<file path="config.mk">
export PLATFORM = sky130hd
export DESIGN_NAME = ififo_ctl_64x85
export DESIGN_NICKNAME = d
export VERILOG_FILES = /design/src/rtl/ififo_pkg.sv /design/src/rtl/ififo_skid2.sv /design/src/rtl/ififo_ctl_64x85.sv
export SDC_FILE = /design/constraint.sdc
export NUM_CORES = 1
export LEC_CHECK = 0
export ABC_CLOCK_PERIOD_IN_PS = 5300
export BUFFER_PORTS_ARGS = -buffer_cell sky130_fd_sc_hd__buf_2
export CORE_ASPECT_RATIO = 1.1
export CORE_MARGIN = 2
export CORE_UTILIZATION = 43
export DETAILED_ROUTE_END_ITERATION = 10
export PLACE_DENSITY = 0.76
export SYNTH_ARGS = -nofsm -noshare
export SYNTH_HDL_FRONTEND = slang
export SYNTH_HIERARCHICAL = 1
export SYNTH_SLANG_ARGS = --single-unit
</file>
<file path="constraint.sdc">
create_clock -name clk -period 5.3 [get_ports clk]
set_input_delay 0 -clock clk [delete_from_list [all_inputs] [get_ports clk]]
set_output_delay 0 -clock clk [all_outputs]
set_load 0.005 [all_outputs]
</file>
<file path="src/rtl/ififo_pkg.sv">
// ---------------------------------------------------------------------------
// ififo_pkg
//   Shared constants for the 64x85 BRAM-backed input FIFO controller:
//   default RAM depth, address width, flit width, almost-full threshold,
//   and the width of the total-occupancy count.
// ---------------------------------------------------------------------------
package ififo_pkg;
    localparam int FIFO_DEPTH = 64;             // RAM entries, power of 2
    localparam int FIFO_AW    = 6;              // log2(FIFO_DEPTH)
    localparam int FIFO_DW    = 85;             // flit width
    localparam int FIFO_AFULL = 56;             // almost_full threshold
    localparam int FIFO_CW    = FIFO_AW + 1;    // count width, holds 0..DEPTH+2
endpackage

</file>
<file path="src/rtl/ififo_skid2.sv">
// ---------------------------------------------------------------------------
// ififo_skid2
//   Two-entry output skid buffer. Entry 0 is always the head. A pop shifts
//   entry 1 down; a push lands in the first free slot after any pop.
//   Push and pop in the same cycle are legal at any occupancy the caller
//   allows (caller never pushes into a full buffer without popping).
//
// Ports
//   clk        in   clock, posedge
//   reset      in   synchronous, active-high; clears occupancy only
//   push       in   write push_data this cycle
//   push_data  in   DW  flit to store
//   pop        in   remove head this cycle
//   occ        out  2   occupancy 0..2
//   head_data  out  DW  current head (don't-care when occ == 0)
// ---------------------------------------------------------------------------
module ififo_skid2
    import ififo_pkg::*;
#(
    parameter int DW = FIFO_DW
) (
    input  logic          clk,
    input  logic          reset,
    input  logic          push,
    input  logic [DW-1:0] push_data,
    input  logic          pop,
    output logic [1:0]    occ,
    output logic [DW-1:0] head_data
);

    logic [1:0]    occ_d, occ_q;
    logic [DW-1:0] e0_d, e0_q;
    logic [DW-1:0] e1_d, e1_q;
    logic [1:0]    slot;

    always_comb begin
        // NOTE: every signal gets a default first so no path leaves it unassigned (no latch).
        occ_d = occ_q;
        e0_d  = e0_q;
        e1_d  = e1_q;
        slot  = occ_q - {1'b0, pop};

        if (pop) begin
            e0_d = e1_q;
        end
        if (push) begin
            if (slot == 2'd0) begin
                e0_d = push_data;
            end else begin
                e1_d = push_data;
            end
        end
        occ_d = occ_q + {1'b0, push} - {1'b0, pop};
    end

    always_ff @(posedge clk) begin
        // NOTE: sequential state uses non-blocking assignments so all flops update together.
        if (reset) begin
            occ_q <= 2'd0;
        end else begin
            occ_q <= occ_d;
        end
    end

    // NOTE: data registers carry no reset; occupancy alone decides what is valid.
    always_ff @(posedge clk) begin
        e0_q <= e0_d;
        e1_q <= e1_d;
    end

    assign occ       = occ_q;
    assign head_data = e0_q;

endmodule

</file>
<file path="src/rtl/ififo_ctl_64x85.sv">
// ---------------------------------------------------------------------------
// ififo_ctl_64x85
//   Valid/ready FIFO controller wrapped around an external 64x85 1R1W BRAM
//   with a one-cycle registered read. Pushes go to the RAM write port;
//   reads are prefetched whenever the output skid (plus the read in flight)
//   has room, so the consumer sees a 1 flit/cycle valid/ready stream.
//
//   Optional macro IFIFO_BYPASS_EN: when the RAM is empty and no read is in
//   flight, a push is written straight into the skid (1-cycle latency).
//
// Ports
//   clk, reset            clock; synchronous active-high reset
//   in_valid/in_ready     upstream handshake, in_data flit
//   out_valid/out_ready   downstream handshake, out_data head flit
//   count                 total occupancy (RAM + read in flight + skid)
//   almost_full           count >= AFULL_THRESH
//   ram_ena/ram_wea       RAM write enables (both = RAM write)
//   ram_addra/ram_dia     RAM write address / data
//   ram_enb/ram_addrb     RAM read issue / address
//   ram_dob               RAM read data, valid the cycle after ram_enb
// ---------------------------------------------------------------------------
module ififo_ctl_64x85
    import ififo_pkg::*;
#(
    parameter int DEPTH        = FIFO_DEPTH,
    parameter int AW           = FIFO_AW,
    parameter int DW           = FIFO_DW,
    parameter int AFULL_THRESH = FIFO_AFULL
) (
    input  logic          clk,
    input  logic          reset,
    input  logic          in_valid,
    output logic          in_ready,
    input  logic [DW-1:0] in_data,
    output logic          out_valid,
    input  logic          out_ready,
    output logic [DW-1:0] out_data,
    output logic [AW:0]   count,
    output logic          almost_full,
    output logic          ram_ena,
    output logic          ram_wea,
    output logic [AW-1:0] ram_addra,
    output logic [DW-1:0] ram_dia,
    output logic          ram_enb,
    output logic [AW-1:0] ram_addrb,
    input  logic [DW-1:0] ram_dob
);

    localparam logic [AW:0] DEPTH_C = DEPTH[AW:0];
    localparam logic [AW:0] AFULL_C = AFULL_THRESH[AW:0];

    logic [AW:0]   wptr_d, wptr_q;
    logic [AW:0]   rptr_d, rptr_q;
    logic          rd_v_d, rd_v_q;
    logic [AW:0]   ram_cnt;
    logic [AW:0]   total;
    logic [2:0]    pend;
    logic          push, pop, rd_issue, bypass, ram_push, skid_push;
    logic [1:0]    occ;
    logic [DW-1:0] skid_head, skid_wdata;

    always_comb begin
        // Wrap bit makes full (address equal, wrap differs) read as DEPTH.
        ram_cnt   = wptr_q - rptr_q;
        in_ready  = !reset && (ram_cnt < DEPTH_C);
        out_valid = !reset && (occ != 2'd0);
        push      = in_valid && in_ready;
        pop       = out_valid && out_ready;

        // Skid slots already claimed after this cycle's pop; a pop only
        // happens with occ >= 1, so the subtraction never underflows.
        pend      = {1'b0, occ} + {2'b0, rd_v_q} - {2'b0, pop};
        rd_issue  = !reset && (ram_cnt != '0) && (pend < 3'd2);

`ifdef IFIFO_BYPASS_EN
        // Empty RAM and nothing in flight: the skid holds the whole queue,
        // so writing in_data there directly keeps ordering.
        bypass     = push && (ram_cnt == '0) && !rd_v_q
                     && (({1'b0, occ} - {2'b0, pop}) < 3'd2);
        skid_wdata = rd_v_q ? ram_dob : in_data;
`else
        bypass     = 1'b0;
        skid_wdata = ram_dob;
`endif
        ram_push  = push && !bypass;
        skid_push = rd_v_q || bypass;

        wptr_d = wptr_q + {{AW{1'b0}}, ram_push};
        rptr_d = rptr_q + {{AW{1'b0}}, rd_issue};
        rd_v_d = rd_issue;

        total       = ram_cnt + {{AW{1'b0}}, rd_v_q} + {{(AW-1){1'b0}}, occ};
        count       = reset ? '0 : total;
        almost_full = !reset && (total >= AFULL_C);

        ram_ena   = ram_push;
        ram_wea   = ram_push;
        ram_addra = wptr_q[AW-1:0];
        ram_dia   = in_data;
        ram_enb   = rd_issue;
        ram_addrb = rptr_q[AW-1:0];
        out_data  = skid_head;
    end

    always_ff @(posedge clk) begin
        if (reset) begin
            wptr_q <= '0;
            rptr_q <= '0;
            rd_v_q <= 1'b0;
        end else begin
            wptr_q <= wptr_d;
            rptr_q <= rptr_d;
            rd_v_q <= rd_v_d;
        end
    end

    ififo_skid2 #(.DW(DW)) u_skid (
        .clk       (clk),
        .reset     (reset),
        .push      (skid_push),
        .push_data (skid_wdata),
        .pop       (pop),
        .occ       (occ),
        .head_data (skid_head)
    );

endmodule

</file>
==> results of run 1 <==
cells by family (layout without fill, tap and decap cells):
kind of cell | Yosys count | count (layout)
AO/OA/AOI/OAI | 15 | 15
XOR/XNOR | 24 | 24
adder cells (fa/ha/maj) | 18 | 18
buffers and inverters | 135 | 336
flip-flops | 187 | 187
multiplexers | 170 | 170
other | 0 | 1
AND/OR/NAND/NOR | 60 | 60
power breakdown:
| part | internal (W) | switching, W |
|---|---|---|
| clock network | 0.000649 | 0.000644 |
| registers | 0.00206 | 0.000211 |
| logic | 0.00141 | 0.000944 |
sequential cells by signal, summed over array words and instances, names as in the netlist:
register          count
u_skid/e1_q          85
u_skid/head_data     85
rptr_q                7
wptr_q                7
u_skid/occ            2
rd_v_q                1
per-layer routing:
metal	vias up	routed length, um	track usage (%)
met5	-	0	0
met3	37	1390	6.21
met1	2435	7240	19.6
met2	233	8090	27.1
met4	0	296	5.54
li1	2426	-	-
worst max path at each step:
stage	from	end	slack, ns	depth (start not counted)
floorplan	u_skid/occ[1]	u_skid/e1_q[0]	1.43	6
global placement	u_skid/occ[1]	rptr_q[6]	1.83	15
detailed placement	u_skid/occ[1]	rptr_q[6]	1.68	15
CTS	u_skid/occ[1]	rptr_q[6]	1.67	15
global route	u_skid/occ[1]	rptr_q[6]	1.38	15
finish	u_skid/occ[1]	rptr_q[6]	1.68	15
Yosys cell counts (3+ instances only):
cell      instances  area share [%]
nand2_1           3            0.13
buf_6             8             1.1
mux2_2          120              16
nand3_1           6            0.35
dfxtp_1         102              24
nor2_1           26             1.1
mux2_4           50             8.8
clkbuf_1          3            0.13
xor2_1            7            0.72
and2_1            3            0.22
edfxtp_1         85              30
fa_1              4            0.94
buf_2            11            0.64
ha_1             14             2.1
buf_4            98             8.6
a21oi_1           3            0.18
xnor2_1          16             1.6
inv_1            15            0.66
nor2b_1           7            0.51
stage by stage:
| step | hold WS, ns | util, % | worst slack [ns] |
|---|---|---|---|
| after global placement | 0.0000346 | 45.9 | 1.83 |
| after detailed placement | 0.0000346 | 45.9 | 1.68 |
| after floorplan | 0.0716 | - | 1.43 |
| final | 0.00000201 | 53.4 | 1.68 |
| after CTS | 0.0000346 | 53.4 | 1.67 |
| after global routing | 0.00000796 | 53.4 | 1.38 |
cell type report:
class | instances | area share, %
inverter | 15 | 0.536
clock buffer | 17 | 4.05
multi-input combinational | 287 | 28.8
tap | 252 | 3.00
clock inverter | 15 | 1.79
timing repair buffer | 289 | 18.1
sequential | 187 | 43.7
antenna | 1 | 0.0238
==> impl_metrics.toml, run 1 <==
[clocking]
cts_setup_buffers = 0
numCtsBuffers = 17
cts_tree = "yes"
clockBufferDepth = 2
cts-hold-fix-buffers = 86
cts_num_sinks = 187
cts_resized = 0
clk_pin_slew_ns = 0.08
clockRootBuffer = "clkbuf_16"
htreeDepth = 4
clock_latency_ns = 0.42

[setup_path]
crit_family = "simple AND/OR/NAND/NOR gates"
r2r_setup_slack_ns = 1.68
reg2reg_from = "u_skid/occ[1]"
critical_path_buf_inv_count = 0
r2r-end = "rptr_q[6]"
worstPathMaxFanout = 27
arrival_ns = 3.92
cp_cell_sequence = "nor2_1 -> nor2_1 -> and2_4 -> ha_1 -> nand2b_1 -> fa_1 -> xnor2_1 -> nand3b_1 -> a31oi_1 -> ha_1 -> ha_1 -> nand3_1 -> nor3_1 -> xnor2_1 -> nor2_1"
endpoint_kind = "flop"
crit_path_top_delay_cell = "dfxtp_1"
start_kind = "flop"
reg2reg_depth = 15
required_ns = 5.60
path_class = "flop to flop"
cpPeakStageDelay_ns = 0.54

[job]
maxCapViolCount = 0

[global_routing]
grt-ovfl-total = 0
grt_max_degree = 63
grt_pass1_vias = 5425
antenna_found_initial = 1
grt_pass1_wl_um = 27900
grt_use_total_pct = 16.3

[detailed_routing]
wl_per_cell_um = 16.0
wirelength_um = 17000
drt_first_pass_iters = 5
first_iter_violations = 186
final_antenna_net_count = 0
remaining_drc_errors = 0
vias = 5131
via_per_inst = 4.83

[power]
p_leak_nw = 4.44
peakVddDrop_mv = 0.291
total_power_w = 0.00592
powerDensity_mw_per_mm2 = 564

[synthesis]
syn_area_per_cell_um2 = 14.0
synth_cell_type_count = 42
muxShareOfSynthArea_pct = 24.6
syn_area_mm2 = 0.00854
synth_ff_type = "dfxtp_1"
synth_xor_area_share_pct = 2.55
synthCells = 609
yosysSeqAreaShare_pct = 53.8
synth-edff-count = 85
synthSimpleGateAreaFrac_pct = 3.62
synth_top_family_by_area = "multiplexers"
ys_ff_latch = 187
synthArstFlopShare_pct = 0
synthAdderAreaFrac_pct = 2.99
synth_compound_gate_area_share_pct = 1.35
ys_warn_count = 6
syn-num-nets = 801

[finish]
finalNetCount = 989
seq_area_mm2 = 0.00459
multi_input_area_mm2 = 0.00302
drive_gt1_share_pct = 51.0
mostFrequentLayoutCells = "buf_2 (198), mux2_2 (120), dfxtp_1 (102)"
fillers = 1622
final_common_cell = "buf_2"
syn2layout_area_growth_pct = 23.0
layout.cells.non_filler = 1063
fin_area_mm2 = 0.0105

[floorplan]
dieArea_mm2 = 0.0210
core_area_mm2 = 0.0197
initial_utilization_pct = 43.4
num_rows = 54
ios = 369
die_y_um = 152
die-width_um = 138

[outcome]
status = "completed"

[timing]
finalCritPeriodShare_pct = 68.3
final-setup-viol-count = 0
worstMarginPinSlew_ns = 0.957
fmax_ghz = 0.276
finalMaxSlewViolations = 0
setup_tns_ns = 0
hold_viol_final = 0
slew_headroom_pct = 36.1
layout_min_cycle_time_ns = 3.62
clock_skew_ns = 0.0122
rsz0062_at_grt = "false"

[place]
port_buffers = 198
gp_congestion = 0.798
dpl_cell_area_mm2 = 0.00903
place_hpwl_um = 10800
place_inst = 944

[worst_hold_path]
hold_path_end = "ram_dia[53]"
holdCritStartpoint = "in_data[53]"
hold_path_class = "input port to output pin"
min_path_cells = 0
(Power assumes the default switching activity.)
==> run 2, diff against run 1 <==
--- a/config.mk
+++ b/config.mk
@@ -5,7 +5,7 @@
 export SDC_FILE = /design/constraint.sdc
 export NUM_CORES = 1
 export LEC_CHECK = 0
-export ABC_CLOCK_PERIOD_IN_PS = 5300
+export ABC_CLOCK_PERIOD_IN_PS = 2900
 export BUFFER_PORTS_ARGS = -buffer_cell sky130_fd_sc_hd__buf_2
 export CORE_ASPECT_RATIO = 1.1
 export CORE_MARGIN = 2
==> constraint.sdc (replaced) <==
create_clock -name clk -period 2.9 [get_ports clk]
set_input_delay 0 -clock clk [delete_from_list [all_inputs] [get_ports clk]]
set_output_delay 0 -clock clk [all_outputs]
set_load 0.005 [all_outputs]
==> impl_metrics.toml, run 2 (same netlist as run 1, synthesis figures left out) <==
[clocking]
clockBufferDepth = 2
cts_tree = "yes"
htreeDepth = 4
clock_latency_ns = 0.43
clk_pin_slew_ns = 0.07
clockRootBuffer = "clkbuf_16"
cts_num_sinks = 187
numCtsBuffers = 17

[finish]
drive_gt1_share_pct = 56.7
final_common_cell = "buf_2"
layout.cells.non_filler = 1086
mostFrequentLayoutCells = "buf_2 (198), mux2_2 (120), dfxtp_1 (97)"
syn2layout_area_growth_pct = 26.9
diodes = 0
finalNetCount = 1013

[setup_path]
endpoint = "rptr_q[6]"
arrival_ns = 3.13
reg2reg_depth = 15
endpoint_kind = "flop"
worstPathMaxFanout = 2
r2r-end = "rptr_q[6]"
required_ns = 3.21
crit_start = "u_skid/occ[1]"
reg2reg_from = "u_skid/occ[1]"
path_class = "flop to flop"
start_kind = "flop"
r2r_setup_slack_ns = 0.08

[global_routing]
grt_util_met1_pct = 20.7
grt_pass1_vias = 5559
grt_pass1_wl_um = 28600
grt.busiest_layer = "met2"
grt-ovfl-total = 0
grt_max_degree = 55
antenna_found_initial = 0
use_met2_pct = 28.1
grt_use_total_pct = 17.1
gr-usage-met3_pct = 7.00

[job]
maxCapViolCount = 0

[detailed_routing]
via_per_inst = 4.79
vias = 5203
wl_per_cell_um = 16.8
wirelength_um = 18200
remaining_drc_errors = 0
drt_first_pass_iters = 5
final_antenna_net_count = 0
first_iter_violations = 204

[power]
peakVddDrop_mv = 0.569
p_leak_nw = 4.58
total_power_w = 0.0111
powerDensity_mw_per_mm2 = 1030

[worst_hold_path]
hold_path_class = "input port to output pin"
holdCritStartpoint = "in_data[26]"
min_path_cells = 0

[timing]
finalCritPeriodShare_pct = 97.3
worstMarginPinSlew_ns = 0.769
slew_headroom_pct = 48.7
final-setup-viol-count = 0
fmax_ghz = 0.354
finalMaxSlewViolations = 0
hold_viol_final = 0
layout_min_cycle_time_ns = 2.82
rsz0062_at_grt = "true"
clock_skew_ns = 0.0166

[outcome]
status = "completed"

[floorplan]
die-width_um = 138
dieArea_mm2 = 0.0210
core_area_mm2 = 0.0197
die_y_um = 152
initial_utilization_pct = 43.4
num_rows = 54
ios = 369

[place]
port_buffers = 198
gp_congestion = 0.731
place_inst = 961
place_hpwl_um = 11800
-- run 2: worst min path at each step --
stage	end	slack [ns]
final	ram_dia[26]	0.000002
after global routing	ram_dia[40]	0.000008
after CTS	ram_dia[48]	0.00003
after detailed placement	ram_dia[48]	0.00003
after global placement	ram_dia[48]	0.00003
after floorplan	u_skid/occ[0]	0.06
-- run 2: final cells by class --
cell class,instances,area [um2]
inverters,15,56.3
flip-flops and latches,187,4600
multi-input cells,287,3180
repair buffers,313,2100
fillers,1538,8820
clock inverters,14,155
clock buffers,18,429
well taps,252,315
-- run 2: what timing repair did --
action / CTS / global route
resized for setup: 8 / 27
hold endpoints to repair: 170 / 0
gates cloned: 0 / 0
hold buffers: 85 / 0
buffers inserted: 3 / 5
pin swaps: 4 / 21
setup endpoints to repair: 7 / 10
-- run 2: power breakdown --
part / leakage (nW) / internal, W / switching [W]
clock: 0.279 / 0.00116 / 0.00112
sequential: 1.63 / 0.00377 / 0.000367
combinational: 2.67 / 0.00282 / 0.00188
-- run 2: metal layers --
metal | up-vias | wire length [um]
met5 | - | 58
met4 | 2 | 221
met3 | 24 | 1510
met2 | 235 | 8580
met1 | 2472 | 7830
li1 | 2470 | -
-- run 2: metrics by stage --
step	area (um2)	setup TNS, ns	utilization, %	setup slack [ns]	hold slack [ns]
finish	10800	0	55.1	0.0778	0.00000198
global route	10800	-0.112	55.1	-0.0675	0.00000796
CTS	10700	0	54.4	0.0186	0.0000346
detailed placement	9200	-0.137	46.8	-0.0768	0.0000346
global placement	9200	0	46.8	0.0148	0.0000346
floorplan	8580	0	-	0.00708	0.0642
-- run 2: worst max-delay path: stages, from the launching register on --
cell and delay, ns:
dfxtp_2 0.33, nor2_2 0.11, nor2_2 0.04, and2_4 0.16, ha_4 0.22, nand2b_4 0.13
fa_2 0.34, xnor2_1 0.16, nand3b_1 0.14, a31oi_2 0.22, ha_2 0.27, ha_4 0.16
nand3_4 0.06, nor3_2 0.17, xnor2_1 0.13, nor2_1 0.06
